$ cat src/rtl/weight_rom_stream_scheduler_pkg.sv
// Shared types and sizing for the weight ROM stream scheduler.
package weight_stream_pkg;
    typedef enum logic [1:0] {
        IDLE,
        RUN,
        DRAIN
    } state_t;

    localparam int ROM_LATENCY  = 2;
    localparam int FIFO_DEPTH   = ROM_LATENCY + 2;
    localparam int CREDIT_WIDTH = $clog2(FIFO_DEPTH + 1);
endpackage

$ cat src/rtl/weight_rom_stream_scheduler_if.sv
// Control, ROM and stream signals of the scheduler; master is the scheduler side.
interface weight_rom_stream_scheduler_if #(
    parameter int DATA_WIDTH   = 128,
    parameter int ADDR_WIDTH   = 11,
    parameter int REPEAT_WIDTH = 8
);
    logic                    start;
    logic [REPEAT_WIDTH-1:0] repeat_count;
    logic                    busy;
    logic                    done;
    logic [ADDR_WIDTH-1:0]   rom_addr;
    logic                    rom_ce;
    logic [DATA_WIDTH-1:0]   rom_q;
    logic [DATA_WIDTH-1:0]   data_out;
    logic                    data_out_valid;
    logic                    data_out_ready;

    modport master (
        input  start, repeat_count, rom_q, data_out_ready,
        output busy, done, rom_addr, rom_ce, data_out, data_out_valid
    );

    modport slave (
        output start, repeat_count, rom_q, data_out_ready,
        input  busy, done, rom_addr, rom_ce, data_out, data_out_valid
    );
endinterface

$ cat src/rtl/weight_rom_stream_scheduler_fifo.sv
// Small synchronous FIFO holding returned ROM beats; head is read straight from storage.
module weight_stream_fifo #(
    parameter int DATA_WIDTH = 128,
    parameter int FIFO_DEPTH = 4
) (
    input  logic                  clk,
    input  logic                  rst,
    input  logic                  push,
    input  logic [DATA_WIDTH-1:0] wr_data,
    input  logic                  pop,
    output logic [DATA_WIDTH-1:0] head,
    output logic                  full,
    output logic                  empty
);
    localparam int PTR_W = (FIFO_DEPTH > 1) ? $clog2(FIFO_DEPTH) : 1;
    localparam int CNT_W = $clog2(FIFO_DEPTH + 1);

    logic [DATA_WIDTH-1:0] mem [FIFO_DEPTH];
    logic [PTR_W-1:0]      wr_ptr;
    logic [PTR_W-1:0]      rd_ptr;
    logic [CNT_W-1:0]      count;
    logic                  do_push;
    logic                  do_pop;

    assign empty   = (count == '0);
    assign full    = (count == CNT_W'(FIFO_DEPTH));
    assign do_pop  = pop && !empty;
    assign do_push = push && (!full || do_pop);
    assign head    = mem[rd_ptr];

    always_ff @(posedge clk) begin
        if (do_push) begin
            mem[wr_ptr] <= wr_data;
        end
    end

    always_ff @(posedge clk) begin
        if (rst) begin
            wr_ptr <= '0;
            rd_ptr <= '0;
            count  <= '0;
        end else begin
            if (do_push) begin
                wr_ptr <= (wr_ptr == PTR_W'(FIFO_DEPTH - 1)) ? '0 : wr_ptr + PTR_W'(1);
            end
            if (do_pop) begin
                rd_ptr <= (rd_ptr == PTR_W'(FIFO_DEPTH - 1)) ? '0 : rd_ptr + PTR_W'(1);
            end
            if (do_push && !do_pop) begin
                count <= count + CNT_W'(1);
            end else if (do_pop && !do_push) begin
                count <= count - CNT_W'(1);
            end
        end
    end
endmodule

$ cat src/rtl/weight_rom_stream_scheduler.sv
// Credit-based scheduler streaming a 2-cycle-latency weight ROM repeat_count times per start.
module weight_rom_stream_scheduler
    import weight_stream_pkg::*;
#(
    parameter int DATA_WIDTH   = 128,
    parameter int DEPTH        = 576,
    parameter int ADDR_WIDTH   = $clog2(DEPTH) + 1,
    parameter int REPEAT_WIDTH = 8
) (
    input  logic                          clk,
    input  logic                          rst,
    weight_rom_stream_scheduler_if.master bus
);
    state_t                  state;
    state_t                  state_nxt;
    logic [ADDR_WIDTH-1:0]   addr;
    logic [REPEAT_WIDTH-1:0] pass;
    logic [REPEAT_WIDTH-1:0] passes;
    logic [CREDIT_WIDTH-1:0] credits;
    logic [ROM_LATENCY-1:0]  vld_pipe;
    logic                    issue;
    logic                    pop;
    logic                    push;
    logic                    done;
    logic                    last_addr;
    logic                    fifo_full;
    logic                    fifo_empty;
    logic [DATA_WIDTH-1:0]   fifo_head;

    assign last_addr = (addr == ADDR_WIDTH'(DEPTH - 1));
    assign pop       = !fifo_empty && bus.data_out_ready;
    assign push      = vld_pipe[ROM_LATENCY-1];

    always_comb begin
        state_nxt = state;
        issue     = 1'b0;
        done      = 1'b0;
        case (state)
            IDLE: begin
                if (bus.start) state_nxt = RUN;
            end
            RUN: begin
                // A same-cycle pop frees a slot, keeping 1 beat/cycle at full credit.
                issue = (credits < CREDIT_WIDTH'(FIFO_DEPTH)) || pop;
                if (issue && last_addr && (pass == passes - REPEAT_WIDTH'(1))) begin
                    state_nxt = DRAIN;
                end
            end
            DRAIN: begin
                if ((vld_pipe == '0) && fifo_empty) begin
                    done      = 1'b1;
                    state_nxt = IDLE;
                end
            end
            default: state_nxt = IDLE;
        endcase
    end

    always_ff @(posedge clk) begin
        if (rst) begin
            state    <= IDLE;
            addr     <= '0;
            pass     <= '0;
            passes   <= REPEAT_WIDTH'(1);
            credits  <= '0;
            vld_pipe <= '0;
        end else begin
            state    <= state_nxt;
            vld_pipe <= {vld_pipe[ROM_LATENCY-2:0], issue};
            if (state == IDLE && bus.start) begin
                passes <= (bus.repeat_count == '0) ? REPEAT_WIDTH'(1) : bus.repeat_count;
                addr   <= '0;
                pass   <= '0;
            end else if (issue) begin
                if (last_addr) begin
                    addr <= '0;
                    pass <= pass + REPEAT_WIDTH'(1);
                end else begin
                    addr <= addr + ADDR_WIDTH'(1);
                end
            end
            if (issue && !pop) begin
                credits <= credits + CREDIT_WIDTH'(1);
            end else if (pop && !issue) begin
                credits <= credits - CREDIT_WIDTH'(1);
            end
            assert (credits <= CREDIT_WIDTH'(FIFO_DEPTH));
            assert (!(push && fifo_full && !pop));
        end
    end

    weight_stream_fifo #(
        .DATA_WIDTH(DATA_WIDTH),
        .FIFO_DEPTH(FIFO_DEPTH)
    ) u_fifo (
        .clk    (clk),
        .rst    (rst),
        .push   (push),
        .wr_data(bus.rom_q),
        .pop    (pop),
        .head   (fifo_head),
        .full   (fifo_full),
        .empty  (fifo_empty)
    );

    assign bus.busy           = (state != IDLE);
    assign bus.done           = done;
    assign bus.rom_addr       = addr;
    assign bus.rom_ce         = 1'b1;
    assign bus.data_out       = fifo_head;
    assign bus.data_out_valid = !fifo_empty;
endmodule

$ cat src/flat_wrapper.sv
// flat-port wrapper written by rule: the top's interface ports become plain ports
module weight_rom_stream_scheduler_flat import weight_stream_pkg::*;
#(
    parameter int DATA_WIDTH   = 128,
    parameter int DEPTH        = 576,
    parameter int ADDR_WIDTH   = $clog2(DEPTH) + 1,
    parameter int REPEAT_WIDTH = 8
)
  (clk, rst, bus_start, bus_repeat_count, bus_rom_q, bus_data_out_ready, bus_busy, bus_done, bus_rom_addr, bus_rom_ce, bus_data_out, bus_data_out_valid);
  weight_rom_stream_scheduler_if #(.DATA_WIDTH(DATA_WIDTH), .ADDR_WIDTH(ADDR_WIDTH), .REPEAT_WIDTH(REPEAT_WIDTH)) bus_i ();
  input  logic clk;
  input  logic rst;
  input wire logic [$bits(bus_i.start)-1:0] bus_start;
  input wire logic [$bits(bus_i.repeat_count)-1:0] bus_repeat_count;
  input wire logic [$bits(bus_i.rom_q)-1:0] bus_rom_q;
  input wire logic [$bits(bus_i.data_out_ready)-1:0] bus_data_out_ready;
  output wire logic [$bits(bus_i.busy)-1:0] bus_busy;
  output wire logic [$bits(bus_i.done)-1:0] bus_done;
  output wire logic [$bits(bus_i.rom_addr)-1:0] bus_rom_addr;
  output wire logic [$bits(bus_i.rom_ce)-1:0] bus_rom_ce;
  output wire logic [$bits(bus_i.data_out)-1:0] bus_data_out;
  output wire logic [$bits(bus_i.data_out_valid)-1:0] bus_data_out_valid;
  assign bus_i.start = bus_start;
  assign bus_i.repeat_count = bus_repeat_count;
  assign bus_i.rom_q = bus_rom_q;
  assign bus_i.data_out_ready = bus_data_out_ready;
  assign bus_busy = bus_i.busy;
  assign bus_done = bus_i.done;
  assign bus_rom_addr = bus_i.rom_addr;
  assign bus_rom_ce = bus_i.rom_ce;
  assign bus_data_out = bus_i.data_out;
  assign bus_data_out_valid = bus_i.data_out_valid;
  weight_rom_stream_scheduler #(.DATA_WIDTH(DATA_WIDTH), .DEPTH(DEPTH), .ADDR_WIDTH(ADDR_WIDTH), .REPEAT_WIDTH(REPEAT_WIDTH)) u_core (.clk(clk), .rst(rst), .bus(bus_i));
endmodule
$ cat config.mk
export PLATFORM = sky130hd
export DESIGN_NAME = weight_rom_stream_scheduler_flat
export DESIGN_NICKNAME = d
export VERILOG_FILES = /design/src/rtl/weight_rom_stream_scheduler_pkg.sv /design/src/rtl/weight_rom_stream_scheduler_if.sv /design/src/rtl/weight_rom_stream_scheduler_fifo.sv /design/src/rtl/weight_rom_stream_scheduler.sv /design/src/flat_wrapper.sv
export SDC_FILE = /design/constraint.sdc
export NUM_CORES = 1
export LEC_CHECK = 0
export ABC_AREA = 1
export CORE_MARGIN = 2
export CORE_UTILIZATION = 30
export DETAILED_ROUTE_END_ITERATION = 6
export PLACE_DENSITY = 0.51
export SLEW_MARGIN = 40
export SYNTH_ARGS = -nofsm -noshare
export SYNTH_HDL_FRONTEND = slang
export SYNTH_SLANG_ARGS = --single-unit
$ cat constraint.sdc
create_clock -name clk -period 9.58 [get_ports clk]
set_clock_uncertainty 0.2 [all_clocks]
set_input_delay 1.916 -clock clk [delete_from_list [all_inputs] [get_ports clk]]
set_output_delay 1.916 -clock clk [all_outputs]
set_load 0.01 [all_outputs]
==> key figures <==
Timing
  • Fin Setup TNS: 0 ps
  • Final hold viol count: 0
  • Achievable clock frequency: 0.182 GHz
  • Final hold slack: 230 ps
  • Period utilization: 57.4%
  • Slew at the pin with the worst max-slew slack: 809 ps
  • RSZ-0062 raised after global routing: no
  • Setup Viol. Count Final: 0
  • Period minus WS final: 5500 ps
  • Slew HR: 46.1%
  • Max Slew Vio Count: 0

Clock network
  • Clock net sink count: 555
  • Clock root buffer: clkbuf_16
  • Clk slew on worst S/H paths: 60 ps
  • Max clock buf depth: 3
  • CTS Hold Bufs: 0
  • CTS tree: yes
  • Clock latency on the worst-skew pair: 610 ps
  • Htree depth: 2
  • Postcts setup bufs: 0
  • CTS buffer count: 60
  • PostCTS Resize Cnt: 0

Die
  • Row count: 97
  • Die span in y: 270 um
  • Starting density of the core: 30.3%
  • Core Footprint: 70,000 um^2
  • Die Area: 72,800 um^2
  • Ports: 283
  • Die W: 270 um

Synth
  • Commonest register cell after synthesis: edfxtp_1
  • Cell area after synthesis: 21,200 um^2
  • Synth cell types: 40
  • Most common library cells after synthesis: edfxtp_1 (512), nor2_1 (301), o21ai_0 (277)
  • Top-area cell type share of the netlist area: 72.5%
  • Post-synthesis sequential area ratio: 76.6%
  • Synth area leaders: edfxtp_1 (72%), o21ai_0 (6.5%), nor2_1 (5.3%), dfxtp_1 (4.1%), o22ai_1 (3.8%)
  • Synth async-reset ratio: 0%
  • Post-synth EDFFs: 512
  • Post-Syn Nets: 1,732
  • Post-Synthesis Cells: 1,580
  • Post-synth top area cell: edfxtp_1
  • #FFs+latches synth: 555
  • Synth warn: 0
  • Most frequent cell after synthesis: edfxtp_1
  • Syn Area/Cell: 13.4 um^2

Placement
  • Gpl congestion: 0.762
  • Post-DP HPWL: 30,300 um
  • # port buffers: 281

Pwr
  • Pleak: 8.74 nW
  • Maximum VDD drop: 0.151 mV
  • Pwr Density: 263 nW/um^2

Routing
  • DRC: 0
  • Final wirelength: 53,300 um
  • DR pass1 iterations: 5
  • Wire per inst: 18.8 um
  • Detail Route Antenna Nets: 0
  • Via Count: 13,300
  • Via/cell ratio: 4.69
  • Initial DRC count: 856

Critical path
  • Worst setup path class: reg2out
  • Worst r2r src: u_core.u_fifo.count[0]$_SDFFE_PP0P_
  • Worst Path Required: 7460 ps
  • CP Capture Type: primary output
  • Maximum fanout along the worst path: 80
  • Worst R2R Setup Slack: 6310 ps
  • Worst Path Arrival: 3380 ps
  • CP Launch Type: flip-flop
  • Worst r2r dst: u_core.u_fifo.mem[2][75]$_DFFE_PP_
  • Reg2reg path depth: 6

Global routing
  • Total track usage: 14.4%
  • First-pass GRT wire length: 81,700 um
  • Largest net degree at the start of global routing: 141
  • Vias in the first global route: 13,700
  • Initial antenna violation count: 9
  • Grt ovf: 0

Finish
  • Fillers: 6,609
  • Area Overhead vs Synth: 27.0%
  • Layout cells sized above 1: 6.80%
  • Footprint of the multi-input gates: 4430 um^2
  • NumNets Final: 2,005
  • FF+latch area: 16,200 um^2

Outcome
  • Status: finished clean

Hold path
  • Tightest Hold Check Type: reg2reg
  • Hold Crit Start: u_core.vld_pipe[0]$_SDFF_PP0_
  • Hold Path Depth: 2
  • Hold Path End: u_core.vld_pipe[1]$_SDFF_PP0_

Job
  • Max_cap viols: 0
[placed cells by master (no fill, tap or decap), types with 4 or more instances in the layout]
cell type / n
clkdlybuf4s50_1: 281
clkinv_1: 17
nand4_1: 6
nand3_1: 17
nor2_4: 9
edfxtp_1: 512
nand2_4: 4
clkbuf_16: 60
nor3_1: 10
nand2_2: 4
clkbuf_1: 15
xor2_1: 8
dfxtp_1: 41
a21oi_1: 24
o22ai_1: 128
o21ai_0: 277
clkinv_2: 5
inv_2: 4
o21ai_1: 4
inv_1: 48
buf_4: 11
nand2_1: 56
ha_1: 10
nor2_1: 297
[kinds of logic (layout without fill, tap and decap cells)]
logic type / count (synthesis) / after routing / share of synthesized area, %
fa+ha+maj: 12 / 12 / 0.779
buf+inv: 144 / 461 / 2.68
flops: 555 / 555 / 76.6
simple gates: 416 / 416 / 8.22
other cells: 1 / 4 / 0.0177
xor+xnor: 9 / 9 / 0.372
compound gates: 443 / 443 / 11.4
[metal layers]
layer / wire [um] / vias to the layer above / track usage, %
met4: 1260 / 14 / 4.40
met1: 22900 / 6561 / 17.7
met3: 3680 / 95 / 4.61
met5: 86 / - / 0
li1: - / 6379 / -
met2: 25300 / 275 / 24.1
[area by class of cell]
class / instances / area share (%)
antenna: 3 / 0.0279
sequential: 555 / 60.3
clock buffer: 75 / 5.79
timing repair buffer: 300 / 11.3
tap: 940 / 4.37
clock inverter: 31 / 0.925
inverter: 55 / 0.822
multi-input combinational: 881 / 16.5
[sequential cells by signal, indices dropped and copies added, names as in the netlist, named ones only]
signal                cells
u_core.u_fifo.mem       512
u_core.passes             8
u_core.credits            3
u_core.state              2
u_core.bus.rom_addr      11
u_core.u_fifo.count       3
u_core.u_fifo.wr_ptr      2
u_core.pass               8
u_core.u_fifo.rd_ptr      2
u_core.vld_pipe           2
[report_power, final]
part	internal (mW)	switching, mW
logic	0.944	1.22
clock network	1.22	0.915
registers	2.71	0.0617
[critical path, stage by stage (launching register included)]
cell and delay [ps]:
dfxtp_4 550, inv_6 420, buf_6 640, o21ai_0 220
o22ai_1 270, clkdlybuf4s50_1 600
[metrics by stage]
| stage | power [mW] | instances | utilization, % | setup slack [ps] | instance area (um^2) |
|---|---|---|---|---|---|
| 3_3_place_gp | 5.00 | 2728 | 35.7 | 3960 | 25000 |
| 5_1_grt | 7.47 | 2838 | 38.4 | 3810 | 26900 |
| 3_5_place_dp | 5.03 | 2731 | 35.9 | 4030 | 25100 |
| 2_1_floorplan | 3.85 | 1580 | - | 1160 | 21200 |
| 4_1_cts | 7.20 | 2837 | 38.4 | 3950 | 26900 |
| 6_report | 7.07 | 2840 | 38.5 | 4080 | 26900 |
[how the worst max path moves through the flow]
stage	slack [ps]	from	cells past startpoint	endpoint
after floorplan	1160	bus_data_out_ready	4	u_core.u_fifo.mem[0][0]$_DFFE_PP_
after detailed placement	4030	bus_data_out_ready	7	u_core.u_fifo.mem[3][76]$_DFFE_PP_
after global placement	3960	bus_data_out_ready	6	u_core.u_fifo.mem[0][67]$_DFFE_PP_
after global routing	3810	flip-flop	5	bus_data_out[117]
final	4080	flip-flop	5	bus_data_out[119]
after CTS	3950	flip-flop	5	bus_data_out[9]
(Power assumes the default switching activity.)
